==> config.mk <==
export PLATFORM = sky130hd
export DESIGN_NAME = rggen_rr_arbiter_flat
export DESIGN_NICKNAME = d
export VERILOG_FILES = /design/src/rtl/rggen_rr_arbiter_if.sv /design/src/rtl/rggen_rr_arbiter.sv /design/src/flat_wrapper.sv
export SDC_FILE = /design/constraint.sdc
export NUM_CORES = 1
export LEC_CHECK = 0
export ABC_CLOCK_PERIOD_IN_PS = 2300
export CAP_MARGIN = 20
export CORE_AREA = 5 5 42 44
export CTS_CLUSTER_DIAMETER = 80
export CTS_CLUSTER_SIZE = 16
export DETAILED_ROUTE_END_ITERATION = 8
export DIE_AREA = 0 0 47 49
export PLACE_DENSITY = 0.33
export SETUP_SLACK_MARGIN = 0.1
export SLEW_MARGIN = 5
export SYNTH_ARGS = -nofsm -noshare
export SYNTH_HDL_FRONTEND = slang
export SYNTH_SLANG_ARGS = --single-unit
==> constraint.sdc <==
create_clock -name i_clk -period 2.3 [get_ports i_clk]
set_clock_uncertainty 0.2 [all_clocks]
set_input_delay 0.69 -clock i_clk [delete_from_list [all_inputs] [get_ports i_clk]]
set_output_delay 0.69 -clock i_clk [all_outputs]
set_load 0.05 [all_outputs]
==> src/rtl/rggen_rr_arbiter_if.sv <==
// Request/grant bundle between the requesters, the shared resource and rggen_rr_arbiter.
// The arbiter takes the slave modport; requester/resource side takes master.
interface rggen_rr_arbiter_if #(
   parameter int REQUESTERS = 2
);
   localparam int IW = (REQUESTERS > 1) ? $clog2(REQUESTERS) : 1;

   logic [REQUESTERS-1:0] i_request;
   logic                  i_done;
   logic [REQUESTERS-1:0] o_grant;
   logic [IW-1:0]         o_grant_index;
   logic                  o_busy;
   logic                  o_timeout;

   modport master (
      output i_request, i_done,
      input  o_grant, o_grant_index, o_busy, o_timeout
   );

   modport slave (
      input  i_request, i_done,
      output o_grant, o_grant_index, o_busy, o_timeout
   );
endinterface

==> src/rtl/rggen_rr_arbiter.sv <==
// Round-robin arbiter with registered one-hot grant held until i_done.
// Optional forced release after TIMEOUT busy cycles when RGGEN_RR_ARBITER_TIMEOUT_EN is defined.
module rggen_rr_arbiter #(
   parameter int REQUESTERS = 2,
   parameter int TIMEOUT    = 255
) (
   input logic               i_clk,
   input logic               i_rst_n,
   rggen_rr_arbiter_if.slave arb_if
);
   localparam int          IW = (REQUESTERS > 1) ? $clog2(REQUESTERS) : 1;
   localparam int unsigned NR = REQUESTERS;

   if (REQUESTERS < 1 || REQUESTERS > 32 || TIMEOUT < 1 || TIMEOUT > 65535) begin : g_param_check
      $error("rggen_rr_arbiter: parameter out of range");
   end

   typedef enum logic {IDLE, BUSY} state_e;

   state_e                state_q, state_d;
   logic [IW-1:0]         ptr_q, ptr_d;
   logic [IW-1:0]         index_q, index_d;
   logic [REQUESTERS-1:0] grant_q, grant_d;
   logic                  timeout_q, timeout_d;

   logic                  found;
   logic [IW-1:0]         winner;
   logic [IW-1:0]         cand;
   logic [IW-1:0]         next_ptr;
   logic                  expire;
   int unsigned           idx;

`ifdef RGGEN_RR_ARBITER_TIMEOUT_EN
   logic [15:0] count_q, count_d;
   assign expire = (count_q == 16'(TIMEOUT));
`else
   assign expire = 1'b0;
`endif

   // Scan from the pointer upward with wrap; first set request wins.
   always_comb begin
      found  = 1'b0;
      winner = '0;
      idx    = 0;
      cand   = '0;
      for (int unsigned i = 0; i < NR; i++) begin
         idx = 32'(ptr_q) + i;
         if (idx >= NR) idx = idx - NR;
         cand = IW'(idx);
         if (!found && arb_if.i_request[cand]) begin
            found  = 1'b1;
            winner = cand;
         end
      end
   end

   assign next_ptr = (index_q == IW'(REQUESTERS - 1)) ? '0 : index_q + 1'b1;

   always_comb begin
      state_d   = state_q;
      ptr_d     = ptr_q;
      index_d   = index_q;
      grant_d   = grant_q;
      timeout_d = 1'b0;
`ifdef RGGEN_RR_ARBITER_TIMEOUT_EN
      count_d   = count_q;
`endif
      case (state_q)
         IDLE: begin
            if (found) begin
               state_d         = BUSY;
               grant_d         = '0;
               grant_d[winner] = 1'b1;
               index_d         = winner;
`ifdef RGGEN_RR_ARBITER_TIMEOUT_EN
               count_d         = '0;
`endif
            end
         end
         BUSY: begin
            if (arb_if.i_done || expire) begin
               state_d   = IDLE;
               grant_d   = '0;
               index_d   = '0;
               ptr_d     = next_ptr;
               timeout_d = expire && !arb_if.i_done;
            end
`ifdef RGGEN_RR_ARBITER_TIMEOUT_EN
            else begin
               count_d = count_q + 16'd1;
            end
`endif
         end
         default: state_d = IDLE;
      endcase
   end

   always_ff @(posedge i_clk or negedge i_rst_n) begin
      if (!i_rst_n) begin
         state_q   <= IDLE;
         ptr_q     <= '0;
         index_q   <= '0;
         grant_q   <= '0;
         timeout_q <= 1'b0;
`ifdef RGGEN_RR_ARBITER_TIMEOUT_EN
         count_q   <= '0;
`endif
      end else begin
         state_q   <= state_d;
         ptr_q     <= ptr_d;
         index_q   <= index_d;
         grant_q   <= grant_d;
         timeout_q <= timeout_d;
`ifdef RGGEN_RR_ARBITER_TIMEOUT_EN
         count_q   <= count_d;
`endif
      end
   end

   assign arb_if.o_grant       = grant_q;
   assign arb_if.o_grant_index = index_q;
   assign arb_if.o_busy        = (state_q == BUSY);
   assign arb_if.o_timeout     = timeout_q;
endmodule

==> src/flat_wrapper.sv <==
// flat-port wrapper written by rule: the top's interface ports become plain ports
module rggen_rr_arbiter_flat 
#(
   parameter int REQUESTERS = 2,
   parameter int TIMEOUT    = 255
)
  (i_clk, i_rst_n, arb_if_i_request, arb_if_i_done, arb_if_o_grant, arb_if_o_grant_index, arb_if_o_busy, arb_if_o_timeout);
  rggen_rr_arbiter_if #(.REQUESTERS(REQUESTERS)) arb_if_i ();
  input logic i_clk;
  input logic i_rst_n;
  input wire logic [$bits(arb_if_i.i_request)-1:0] arb_if_i_request;
  input wire logic [$bits(arb_if_i.i_done)-1:0] arb_if_i_done;
  output wire logic [$bits(arb_if_i.o_grant)-1:0] arb_if_o_grant;
  output wire logic [$bits(arb_if_i.o_grant_index)-1:0] arb_if_o_grant_index;
  output wire logic [$bits(arb_if_i.o_busy)-1:0] arb_if_o_busy;
  output wire logic [$bits(arb_if_i.o_timeout)-1:0] arb_if_o_timeout;
  assign arb_if_i.i_request = arb_if_i_request;
  assign arb_if_i.i_done = arb_if_i_done;
  assign arb_if_o_grant = arb_if_i.o_grant;
  assign arb_if_o_grant_index = arb_if_i.o_grant_index;
  assign arb_if_o_busy = arb_if_i.o_busy;
  assign arb_if_o_timeout = arb_if_i.o_timeout;
  rggen_rr_arbiter #(.REQUESTERS(REQUESTERS), .TIMEOUT(TIMEOUT)) u_core (.i_clk(i_clk), .i_rst_n(i_rst_n), .arb_if(arb_if_i));
endmodule
==> metrics <==
outcome=completed; R2R depth=2; Worst-path clk slew=0.04 ns; Worst Path Class, Setup=reg -> out; largest net degree at the start of global routing=10; initial detailed-routing violation count=1; total die area=2300 um2; Critical Path AT=0.94 ns; IO Port Bufs=8; Post-synth top cells=dfrtp_1, a21oi_1, buf_4; sequential cell area=100 um2; Logic pwr share=32.8%; Clk pwr share=32.3%; Total Wirelength=442 um; CTS buffer count=3; fmax=0.545 GHz; syn_nets=26; critical path data required time=1.41 ns; Buf/Inv on CP=1; setup slack at placement=0.486 ns; cell family with most CP delay=flip-flops; Sw Ratio=37.3%; drt drc=0; Reg2Reg Setup Slack=1.26 ns; initial antenna violation count=0; Final setup violation count=0; Clk Latency, worst-skew pair=0.24 ns; aggregate global-route resource usage=5.01%; CTS tree=done; clk buf depth=2; first-pass GRT wire length=717 um; Initial Util=14.4%; Tmin final=1.83 ns; Diodes inserted=0; Seq/Total Area, Yosys=49.7%; FP Rows=14; share of cells above drive strength 1=31.0%; Main synth FF type=dfrtp_1; power per cell area=935 nW/um2; Synth-to-Final Area Change=44.7%; cell accounting for the most synthesized area=dfrtp_1; vias in the first global route=175; post-synth top area share=49.7%; Yosys cell types=14; CP Capture Type=output pin; worst reg2reg startpoint=u_core.arb_if.o_busy; Finished Layout Cells=45; via count=165; Fin. Hold Viols=0; Pre-Repair DR Iteration Count=2; Final Slew Violations=0; post-CTS resize count=0; Core ar.=1400 um2; DP HPWL=371 um; Mapped Area=201 um2; Wirelength per Cell=9.82 um; Synth area leaders=dfrtp_1, buf_4, a21oi_1; number of synthesized flops with an enable pin=0; LEAKAGE=0.134 nW; Overall Power=0.000273 W; Syn Area/Cell=9.59 um2; Top Ports=10; Critical Path Source Type=register; fin crit share=79.7%; placed insts=42; footprint of the multi-input gates=71.3 um2; Die H=49 um; vias per cell=3.67; Root Buffer=clkbuf_4; RSZ-0062 raised after global routing=no; Final ANT Viol Nets=0; hold_sp=u_core.arb_if.o_grant[1]; H-Tree Level Count=1; Min-Delay Path Depth=1; crit-path max FO=9; hold_ws=0.367 ns; reg-to-reg critical path endpoint=u_core.arb_if.o_grant[0]; worst path cell trace=buf_4; Final Net Count=36; die width=47 um; Worst path slowest cell=dfrtp_1; number of synthesized register bits=4; Internal Pwr Total=0.000171 W; Seq pwr share=34.8%; synthesized instance count=21; final setup margin=0.467 ns; TritonCTS Sinks=4; beginning of the critical path=u_core.arb_if.o_busy; Synth async-reset ratio=100%; GRT overflow=0; Post-CTS Setup Inserts=0; hold crit path type=reg -> reg; Worst Hold End=u_core.ptr_q; Final TNS setup=0 ns; Fillers=175; CP max stage delay=0.46 ns; hold-fix buffer count after cts=0; YS warnings=0; VDD IR-drop max=231 uV; gpl congestion=0.630; most common cell in the synthesized netlist=dfrtp_1; max_cap viols=0; P_sw=0.000102 W
[layout by cell type, fill, tap and decap left out, drive strengths merged]
cell type      Yosys  routed
o21ai              2       2
buf                3       4
inv                2       2
nand2b             1       1
o211a              1       1
clkdlybuf4s50      0       4
clkbuf             0       3
a21oi              3       3
nand2              1       1
conb               1       1
a31oi              1       1
dfrtp              4       4
a22oi              1       1
nor3               1       1
[per-layer routing]
metal	wire, um	GRT usage, %	vias to the layer above
met2	242	7.01	4
met3	45	3.69	0
met1	154	3.99	77
met4	0	5.53	0
met5	0	0	-
li1	-	-	84
[registers in the layout (all words and copies together), names as in the netlist]
signal	count
u_core.arb_if.o_busy	1
u_core.arb_if.o_grant	2
u_core.ptr_q	1
[metrics by stage]
stage,utilization [%],area (um2)
2_1_floorplan,-,201
3_3_place_gp,19.2,269
3_5_place_dp,19.2,269
4_1_cts,20.8,292
5_1_grt,20.8,292
6_report,20.8,292
[power by group through the flow]
stage | clock network [W] | registers (W) | logic (W)
finish | 0.0000881 | 0.0000950 | 0.0000895
global route | 0.0000977 | 0.0000978 | 0.0000953
CTS | 0.0000932 | 0.0000952 | 0.0000910
detailed placement | 0 | 0.0000962 | 0.0000910
global placement | 0 | 0.0000962 | 0.0000909
floorplan | 0 | 0.000119 | 0.0000436
[logic make-up after synthesis]
group / share of synthesized area, %
other: 1.86
flip-flops: 49.7
AO/OA/AOI/OAI: 26.1
buffers and inverters: 14.9
AND/OR/NAND/NOR: 7.45
[final cells by class]
class	count	share of cell area, %
Timing Repair Buffer	8	24.0
Sequential cell	4	34.3
Inverter	2	2.58
Multi-Input combinational cell	12	24.5
Tap cell	16	6.87
Clock buffer	3	7.73
[how the worst max path moves through the flow]
stage	slack, ns	depth (start not counted)	endpoint
final	0.47	1	arb_if_o_busy
after global routing	0.41	1	arb_if_o_busy
after CTS	0.45	1	arb_if_o_busy
after detailed placement	0.49	4	u_core.arb_if.o_grant[0]
after global placement	0.48	4	u_core.arb_if.o_grant[1]
after floorplan	0.47	1	arb_if_o_grant[1]
[worst reg2reg max path: stages, from the launching register on]
cell     delay (ns)
dfrtp_1        0.46
o21ai_0        0.12
o211a_1        0.15
No activity file was read; power rests on OpenSTA's default activity.
